**config.mk**
```make
export PLATFORM = sky130hd
export DESIGN_NAME = motoro3_step_sequencer
export DESIGN_NICKNAME = d
export VERILOG_FILES = /design/src/rtl/motoro3_pkg.sv /design/src/rtl/motoro3_step_timer.sv /design/src/rtl/motoro3_step_sequencer.sv
export SDC_FILE = /design/constraint.sdc
export NUM_CORES = 1
export LEC_CHECK = 0
export ABC_CLOCK_PERIOD_IN_PS = 3900
export CAP_MARGIN = 30
export CORE_ASPECT_RATIO = 0.6
export CORE_UTILIZATION = 40
export DETAILED_ROUTE_END_ITERATION = 10
export GPL_TIMING_DRIVEN = 0
export PLACE_DENSITY = 0.71
export SKIP_LAST_GASP = 1
export SLEW_MARGIN = 20
export SYNTH_ARGS = -nofsm -noshare
export SYNTH_HDL_FRONTEND = slang
export SYNTH_SLANG_ARGS = --single-unit
```
**constraint.sdc**
```tcl
create_clock -name clk -period 3.9 [get_ports clk]
set_input_delay 1.17 -clock clk [delete_from_list [all_inputs] [get_ports clk]]
set_output_delay 1.17 -clock clk [all_outputs]
set_load 0.005 [all_outputs]
```
**src/rtl/motoro3_pkg.sv**
```systemverilog
// Shared definitions for the motoro3 step sequencer: FSM encoding,
// shadow-config layout with its reset defaults, and the sub-step terminal rule.
package motoro3_pkg;

  localparam int STEP_NUM_DEF = 12;

  typedef enum logic [1:0] {
    ST_IDLE = 2'd0,
    ST_LOAD = 2'd1,
    ST_RUN  = 2'd2,
    ST_STOP = 2'd3
  } state_e;

  typedef struct packed {
    logic [24:0] speed;
    logic [1:0]  split_max;
    logic [7:0]  power;
    logic [11:0] pwm_len;
    logic [11:0] pwm_mask;
  } cfg_t;

  localparam cfg_t CFG_RST = '{
    speed:     25'd1000,
    split_max: 2'd0,
    power:     8'd1,
    pwm_len:   12'd0,
    pwm_mask:  12'd0
  };

  // A zero speed setting would give a one-clock sub-step; clamp it to two clocks.
  function automatic logic [24:0] term_of(input logic [24:0] speed);
    return (speed == 25'd0) ? 25'd1 : speed;
  endfunction

endpackage

```
**src/rtl/motoro3_step_timer.sv**
```systemverilog
// Sub-step counter: free-runs while enabled and wraps to 0 after reaching term_val.
module motoro3_step_timer
  import motoro3_pkg::*;
(
  input  logic        clk,
  input  logic        rst,
  input  logic        clr,
  input  logic        en,
  input  logic [24:0] term_val,
  output logic        term
);

  logic [24:0] cnt_q, cnt_d;

  assign term = en && (cnt_q == term_val);

  always_comb begin
    cnt_d = cnt_q;
    if (clr) begin
      cnt_d = 25'd0;
    end else if (en) begin
      cnt_d = term ? 25'd0 : cnt_q + 25'd1;
    end
  end

  always_ff @(posedge clk) begin
    if (rst) begin
      cnt_q <= 25'd0;
    end else begin
      cnt_q <= cnt_d;
    end
  end

endmodule

```
**src/rtl/motoro3_step_sequencer.sv**
```systemverilog
// Commutation step sequencer: walks lcStep/split through sub-steps timed by the
// step timer, with shadowed configuration that only reloads on step boundaries.
module motoro3_step_sequencer
  import motoro3_pkg::*;
#(
  parameter int STEP_NUM = STEP_NUM_DEF
) (
  input  logic        clk,
  input  logic        rst,
  input  logic        m3r_start,
  input  logic        m3r_cfgUpdate,
  input  logic [24:0] m3r_stepCNT_speedSET,
  input  logic [1:0]  m3r_stepSplitMax,
  input  logic [7:0]  m3r_power_percent,
  input  logic [11:0] m3r_pwmLenWant,
  input  logic [11:0] m3r_pwmMinMask,
  output logic [3:0]  lcStep,
  output logic [1:0]  m3LpwmSplitStep,
  output logic [24:0] sh_stepCNT_speedSET,
  output logic [1:0]  sh_stepSplitMax,
  output logic [7:0]  sh_power_percent,
  output logic [11:0] sh_pwmLenWant,
  output logic [11:0] sh_pwmMinMask,
  output logic        subStepStart,
  output logic        cycleDone,
  output logic        busy
);

  localparam logic [3:0] STEP_LAST = 4'(STEP_NUM - 1);

  state_e     state_q, state_d;
  logic [3:0] step_q, step_d;
  logic [1:0] split_q, split_d;
  logic       pending_q, pending_d;
  cfg_t       sh_q, sh_d;
  logic       sss_q, sss_d;
  logic       cd_q, cd_d;
  logic       busy_q, busy_d;

  cfg_t cfg_in;
  logic tmr_clr, tmr_en, term, boundary, upd;

  assign cfg_in = '{
    speed:     m3r_stepCNT_speedSET,
    split_max: m3r_stepSplitMax,
    power:     m3r_power_percent,
    pwm_len:   m3r_pwmLenWant,
    pwm_mask:  m3r_pwmMinMask
  };

  assign tmr_clr  = (state_q == ST_IDLE) || (state_q == ST_LOAD);
  assign tmr_en   = (state_q == ST_RUN) || (state_q == ST_STOP);
  assign boundary = term && (split_q == sh_q.split_max);
  assign upd      = pending_q || m3r_cfgUpdate;

  motoro3_step_timer u_timer (
    .clk      (clk),
    .rst      (rst),
    .clr      (tmr_clr),
    .en       (tmr_en),
    .term_val (term_of(sh_q.speed)),
    .term     (term)
  );

  always_comb begin
    state_d   = state_q;
    step_d    = step_q;
    split_d   = split_q;
    pending_d = upd;
    sh_d      = sh_q;
    sss_d     = 1'b0;
    cd_d      = 1'b0;
    unique case (state_q)
      ST_IDLE: begin
        step_d  = 4'd0;
        split_d = 2'd0;
        if (m3r_start) state_d = ST_LOAD;
      end
      ST_LOAD: begin
        sh_d      = cfg_in;
        pending_d = 1'b0;
        step_d    = 4'd0;
        split_d   = 2'd0;
        sss_d     = 1'b1;
        state_d   = ST_RUN;
      end
      default: begin
        if ((state_q == ST_RUN) && !m3r_start) state_d = ST_STOP;
        if (term) begin
          sss_d = 1'b1;
          if (!boundary) begin
            split_d = split_q + 2'd1;
          end else begin
            split_d = 2'd0;
            if (upd) begin
              sh_d      = cfg_in;
              pending_d = 1'b0;
            end
            // A stop request finishes here: park at step 0 without a new sub-step.
            if (state_q == ST_STOP) begin
              state_d = ST_IDLE;
              step_d  = 4'd0;
              sss_d   = 1'b0;
            end else if (step_q == STEP_LAST) begin
              step_d = 4'd0;
              cd_d   = 1'b1;
            end else begin
              step_d = step_q + 4'd1;
            end
          end
        end
      end
    endcase
    busy_d = (state_d != ST_IDLE);
  end

  always_ff @(posedge clk) begin
    if (rst) begin
      state_q   <= ST_IDLE;
      step_q    <= 4'd0;
      split_q   <= 2'd0;
      pending_q <= 1'b0;
      sh_q      <= CFG_RST;
      sss_q     <= 1'b0;
      cd_q      <= 1'b0;
      busy_q    <= 1'b0;
    end else begin
      state_q   <= state_d;
      step_q    <= step_d;
      split_q   <= split_d;
      pending_q <= pending_d;
      sh_q      <= sh_d;
      sss_q     <= sss_d;
      cd_q      <= cd_d;
      busy_q    <= busy_d;
    end
  end

  assign lcStep              = step_q;
  assign m3LpwmSplitStep     = split_q;
  assign sh_stepCNT_speedSET = sh_q.speed;
  assign sh_stepSplitMax     = sh_q.split_max;
  assign sh_power_percent    = sh_q.power;
  assign sh_pwmLenWant       = sh_q.pwm_len;
  assign sh_pwmMinMask       = sh_q.pwm_mask;
  assign subStepStart        = sss_q;
  assign cycleDone           = cd_q;
  assign busy                = busy_q;

endmodule

```
==> flow_summary.json, run 1 <==
{
  "grt_max_degree": 16,
  "critPathLaunchType": "flop",
  "synth_area_um2": 4570,
  "slowest_stage": "nor4_4",
  "fin_tns_setup_ns": 0,
  "nets": 698,
  "reg2reg_slack_ns": 0.95,
  "grt_pass1_wl_um": 20100,
  "fin_crit_sh": 0.755,
  "firstDrtPassIters": 5,
  "setup_violations": 0,
  "post-cts-setup-buffer-count": 0,
  "synth_top_area_share": 0.421,
  "ys_async_sr_fraction": 0,
  "hold_class": "reg2reg",
  "synth_top_family_by_area": "simple AND/OR/NAND/NOR gates",
  "antenna_cells": 0,
  "vias": 3937,
  "endpoint": "sh_stepCNT_speedSET[15]$_SDFFE_PP0P_",
  "synth_fp_nets": 557,
  "drt-total-wl_um": 12700,
  "dieArea_um2": 11900,
  "numCtsBuffers": 9,
  "cp_cell_sequence": "clkbuf_1, xor2_1, nor4_1, nand2_1, nor4_4, a31oi_1, buf_4, buf_6, mux2i_1",
  "die_h_um": 84.8,
  "n_fill_cell": 955,
  "gr-usage-met1": 0.306,
  "final-hold-violation-count": 0,
  "htree_levels": 3,
  "crit_path_max_incr_delay_ns": 0.51,
  "gp_congestion": 0.853,
  "synth_compound_area_frac": 0.0268,
  "synth_cell_types": 38,
  "grt-ovfl-total": 0,
  "grt_use_met2": 0.336,
  "core-area_um2": 10800,
  "worstRegToRegCells": 9,
  "synth_seq_cells": 96,
  "synth_adder_area_share": 0.00548,
  "ctsHoldBuffers": 0,
  "status": "finished clean",
  "r2r-start": "u_timer.cnt_q[17]$_SDFFE_PP0P_",
  "drv_cap": 0,
  "synth_cells": 492,
  "row_count": 29,
  "design_area_um2": 6340,
  "powerDensity_nw_per_um2": 374,
  "ys.flop_type": "dfxtp_1",
  "die_w_um": 140,
  "yosys_warnings": 0,
  "syn_area_per_cell_um2": 9.28,
  "cts_root_buffer": "clkbuf_16",
  "dp_hpwl_um": 9850,
  "synth_common_cells": "nand2b_1 (108), dfxtp_1 (96), mux2i_1 (63), nor2_1 (57), xor2_1 (36)",
  "synth_enable_flop_cells": 0,
  "placed_area_um2": 6040,
  "drt-initial-drc-count": 231,
  "max-slew-margin-rel": 0.513,
  "drtAntennaViolNets": 0,
  "muxShareOfSynthArea": 0.138,
  "synth.most_common_cell": "nand2b_1",
  "worstMarginPinSlew_ns": 0.725,
  "synth_seq_area_share": 0.421,
  "slew_viol_final": 0,
  "cts_max_path_buffers": 2,
  "leakage_nw": 2.64,
  "path_max_fanout": 10,
  "drc": 0,
  "cts.repair.resized": 0,
  "grt_pass1_vias": 3886,
  "rsz0062_at_grt": "no",
  "yosysTopAreaCell": "dfxtp_1",
  "use_met3": 0.0548,
  "setup.worst_path.class": "reg2reg",
  "clock_sinks": 96,
  "synth_area_leaders": "dfxtp_1 (42%), nand2b_1 (15%), mux2i_1 (14%)",
  "initial_utilization": 0.421,
  "crit_path_end_kind": "flop",
  "worstPathRequired_ns": 4.13,
  "fin_crit_ns": 2.95,
  "startpoint": "u_timer.cnt_q[17]$_SDFFE_PP0P_",
  "total_power_mw": 2.37,
  "wire_per_inst_um": 16.4,
  "arrival_ns": 3.18,
  "place.port_buffers": 129,
  "antenna_found_initial": 0,
  "clk_latency_ns": 0.34,
  "cts_tree": "done",
  "irDropWorstVdd_mv": 0.246,
  "viasPerCell": 5.07,
  "path_clk_slew_ns": 0.07,
  "synthXorXnorAreaFrac": 0.0921,
  "io_pins": 131,
  "synthSimpleGateAreaFrac": 0.285,
  "grt-busiest-layer": "met2",
  "fmax_mhz": 339,
  "grtUsageTotal": 0.219,
  "drive_gt1_frac": 0.0470,
  "skew_ns": 0.00802,
  "rr_endpoint": "sh_stepCNT_speedSET[15]$_SDFFE_PP0P_",
  "area_delta_synth_final_pct": 38.9
}
cells by family (layout without fill, tap and decap cells):
logic type,after synthesis,after routing
compound gates,18,18
xor+xnor,48,48
fa+ha+maj,2,2
buf+inv,33,179
flops,96,96
mux,63,63
simple gates,232,232
power by group:
| group | switching (mW) | internal [mW] |
|---|---|---|
| sequential | 0.0479 | 1.03 |
| clock | 0.371 | 0.530 |
| combinational | 0.162 | 0.228 |
| total | 0.581 | 1.79 |
layout make-up:
cell class | count | area (um2) | area share
clock inverter | 5 | 55.1 | 0.00868
sequential | 96 | 1920 | 0.303
clock buffer | 11 | 253 | 0.0398
multi-input combinational | 363 | 2500 | 0.394
timing repair buffer | 130 | 1300 | 0.204
tap | 139 | 174 | 0.0274
inverter | 6 | 22.5 | 0.00355
buffer | 27 | 121 | 0.0191
sequential cells by signal, indices dropped and copies added, names as in the netlist:
register             cells
busy                     1
cycleDone                1
lcStep                   4
m3LpwmSplitStep          2
pending_q                1
sh_power_percent         8
sh_pwmLenWant           12
sh_pwmMinMask           12
sh_stepCNT_speedSET     25
sh_stepSplitMax          2
state_q                  2
subStepStart             1
u_timer.cnt_q           25
placed cells by master, fill, tap and decap left out, types with 3 or more instances in the layout:
master	netlist	routed
xor2_1	36	36
nand3_1	8	8
and4_1	5	5
nor2_1	57	57
nor2b_1	4	4
nor4_1	13	13
nand2b_1	108	108
inv_1	6	6
a21oi_1	4	4
dfxtp_1	96	96
nor3_1	6	6
clkdlybuf4s50_1	0	129
clkbuf_16	0	9
clkbuf_1	18	18
buf_2	7	8
mux2i_1	63	63
xnor2_1	12	12
o21ai_0	3	3
and3_1	3	3
nand2_1	10	10
nand4_1	11	11
stage by stage:
stage | instances | worst slack, ns | hold WS (ns) | utilization
floorplan | 492 | 1.53 | 0.449 | -
global placement | 760 | 0.727 | 0.460 | 0.556
detailed placement | 761 | 0.655 | 0.468 | 0.556
CTS | 777 | 0.959 | 0.480 | 0.585
global route | 777 | 0.728 | 0.492 | 0.585
finish | 777 | 0.954 | 0.479 | 0.585
how the worst min path moves through the flow:
stage	start	end	slack (ns)	cells past startpoint
6_report	sh_power_percent[5]$_SDFFE_PP0P_	sh_power_percent[5]$_SDFFE_PP0P_	0.48	2
3_3_place_gp	sh_pwmMinMask[0]$_SDFFE_PP0P_	sh_pwmMinMask[0]$_SDFFE_PP0P_	0.46	2
2_1_floorplan	u_timer.cnt_q[0]$_SDFFE_PP0P_	u_timer.cnt_q[0]$_SDFFE_PP0P_	0.45	1
5_1_grt	sh_pwmMinMask[4]$_SDFFE_PP0P_	sh_pwmMinMask[4]$_SDFFE_PP0P_	0.49	2
3_5_place_dp	sh_pwmLenWant[9]$_SDFFE_PP0P_	sh_pwmLenWant[9]$_SDFFE_PP0P_	0.47	2
4_1_cts	sh_pwmLenWant[9]$_SDFFE_PP0P_	sh_pwmLenWant[9]$_SDFFE_PP0P_	0.48	2
metal layers:
layer / wire [um] / share of wire
met2: 5320 / 0.42
met3: 869 / 0.068
met1: 6380 / 0.50
met4: 173 / 0.014
met5: 0 / 0
worst max-delay path, delay by kind of cell (launching register included):
family | cells | cell delay, ns
AO/OA/AOI/OAI | 1 | 0.32
XOR/XNOR | 1 | 0.13
buffers and inverters | 3 | 0.77
flip-flops | 1 | 0.32
multiplexers | 1 | 0.12
AND/OR/NAND/NOR | 3 | 1.16
No activity file was read; power rests on OpenSTA's default activity.
==> run 2: changes to the inputs <==
ABC_CLOCK_PERIOD_IN_PS = 3000   (was 3900)
clock period = 3 ns   (was 3.9 ns; I/O delays follow)
==> flow_summary.json, run 2 (synthesis gave the netlist of run 1 again) <==
{
  "cts_tree": "done",
  "grt_pass1_wl_um": 20100,
  "max-slew-margin-rel": 0.525,
  "firstDrtPassIters": 4,
  "fin_crit_sh": 0.922,
  "powerDensity_nw_per_um2": 485,
  "preCtsSetupSlack_ns": 0.0254,
  "gr-usage-met1": 0.306,
  "grt_use_met2": 0.336,
  "core-area_um2": 10800,
  "holdWs_ns": 0.479,
  "multi_input_area_um2": 2510,
  "combPwrFrac": 0.166,
  "final-hold-violation-count": 0,
  "cts_root_buffer": "clkbuf_16",
  "initial_utilization": 0.421,
  "grt_max_degree": 16,
  "nets": 698,
  "hold_depth": 2,
  "htree_levels": 3,
  "gp_congestion": 0.853,
  "drive_gt1_frac": 0.0502,
  "cts_max_path_buffers": 2,
  "setup.worst_path.class": "reg2reg",
  "viasPerCell": 5.05,
  "drc": 0,
  "drt-initial-drc-count": 231,
  "worstMarginPinSlew_ns": 0.707,
  "area_delta_synth_final_pct": 39.2,
  "worst_slack_ns": 0.233,
  "grtUsageTotal": 0.219,
  "path_max_fanout": 10,
  "hold_class": "reg2reg",
  "fin_util": 0.586,
  "fin_tns_setup_ns": 0,
  "io_pins": 131,
  "use_met3": 0.0548,
  "dp_hpwl_um": 9850,
  "slew_viol_final": 0,
  "final_common_cell": "clkdlybuf4s50_1",
  "antenna_found_initial": 0,
  "drt-total-wl_um": 12800,
  "p_int_mw": 2.33,
  "vias": 3927,
  "worstRegToRegCells": 9,
  "critPathLaunchType": "flop",
  "switching_share": 0.245,
  "die_w_um": 140,
  "drtAntennaViolNets": 0,
  "clk_latency_ns": 0.34,
  "arrival_ns": 2.98,
  "leakage_nw": 2.64,
  "grt_pass1_vias": 3886,
  "grt-ovfl-total": 0,
  "layout_common_cells": "clkdlybuf4s50_1 (129), nand2b_1 (108), dfxtp_1 (96), mux2i_1 (63), nor2_1 (57)",
  "path_clk_slew_ns": 0.07,
  "place.port_buffers": 129,
  "setup_violations": 0,
  "numCtsBuffers": 9,
  "crit_path_end_kind": "flop",
  "dieArea_um2": 11900,
  "n_fill_cell": 952,
  "final-seq-area_um2": 1920,
  "fmax_mhz": 361,
  "clock_sinks": 96,
  "die_h_um": 84.8,
  "ctsHoldBuffers": 0,
  "grt-busiest-layer": "met2",
  "drv_cap": 0,
  "status": "finished clean",
  "row_count": 29,
  "wire_per_inst_um": 16.4,
  "p_switching_mw": 0.754,
  "worstPathRequired_ns": 3.22,
  "p_clk_frac": 0.379,
  "skew_ns": 0.00855,
  "irDropWorstVdd_mv": 0.320,
  "fin_crit_ns": 2.77,
  "seqPwrFrac": 0.455,
  "antenna_cells": 0
}
[run 2: per-stage QoR]
stage	cells	power, mW	instance area [um2]
3_3_place_gp	760	1.93	6030
6_report	777	3.08	6360
5_1_grt	777	3.21	6360
4_1_cts	777	3.10	6340
2_1_floorplan	492	1.66	4570
3_5_place_dp	761	1.94	6040
[run 2: worst paths after layout]
path / slack (ns) / startpoint / endpoint
worst max-delay path: 0.23 / u_timer.cnt_q[17]$_SDFFE_PP0P_ / u_timer.cnt_q[10]$_SDFFE_PP0P_
worst min-delay path: 0.48 / sh_pwmLenWant[9]$_SDFFE_PP0P_ / sh_pwmLenWant[9]$_SDFFE_PP0P_
worst max register to register: 0.23 / u_timer.cnt_q[17]$_SDFFE_PP0P_ / u_timer.cnt_q[10]$_SDFFE_PP0P_
worst min register to register: 0.48 / sh_pwmLenWant[9]$_SDFFE_PP0P_ / sh_pwmLenWant[9]$_SDFFE_PP0P_
[run 2: timing repair]
| item | in CTS | in global routing |
|---|---|---|
| buffers inserted | 0 | 0 |
| hold endpoints to repair | 0 | 0 |
| gates resized for setup | 0 | 2 |
| endpoints found under the setup margin | 0 | 71 |
[run 2: cell type report]
| cell class | count | share of cell area |
|---|---|---|
| Tap cell | 139 | 0.0274 |
| Buffer | 27 | 0.0191 |
| Inverter | 6 | 0.00354 |
| Timing Repair Buffer | 130 | 0.204 |
| Sequential cell | 96 | 0.302 |
| Clock buffer | 11 | 0.0398 |
| Multi-Input combinational cell | 363 | 0.395 |
| Clock inverter | 5 | 0.00866 |
[run 2: metal layers]
metal  wire length, um  share of wire
met1              6270           0.49
met2              5440           0.43
met3               920          0.072
met4               146          0.011
met5                 0              0
[run 2: critical path: stages (launching register included)]
cell,delay [ns]
dfxtp_1,0.32
clkbuf_1,0.30
xor2_1,0.15
nor4_2,0.32
nand2_1,0.17
nor4_4,0.51
nand2b_1,0.18
clkbuf_1,0.31
buf_2,0.30
nor2_1,0.08
[run 2: power by group through the flow]
stage | sequential, mW | clock, mW | combinational (mW)
5_1_grt | 1.41 | 1.25 | 0.549
3_3_place_gp | 1.43 | 0 | 0.499
2_1_floorplan | 1.42 | 0 | 0.235
6_report | 1.40 | 1.17 | 0.511
3_5_place_dp | 1.43 | 0 | 0.507
4_1_cts | 1.40 | 1.19 | 0.511
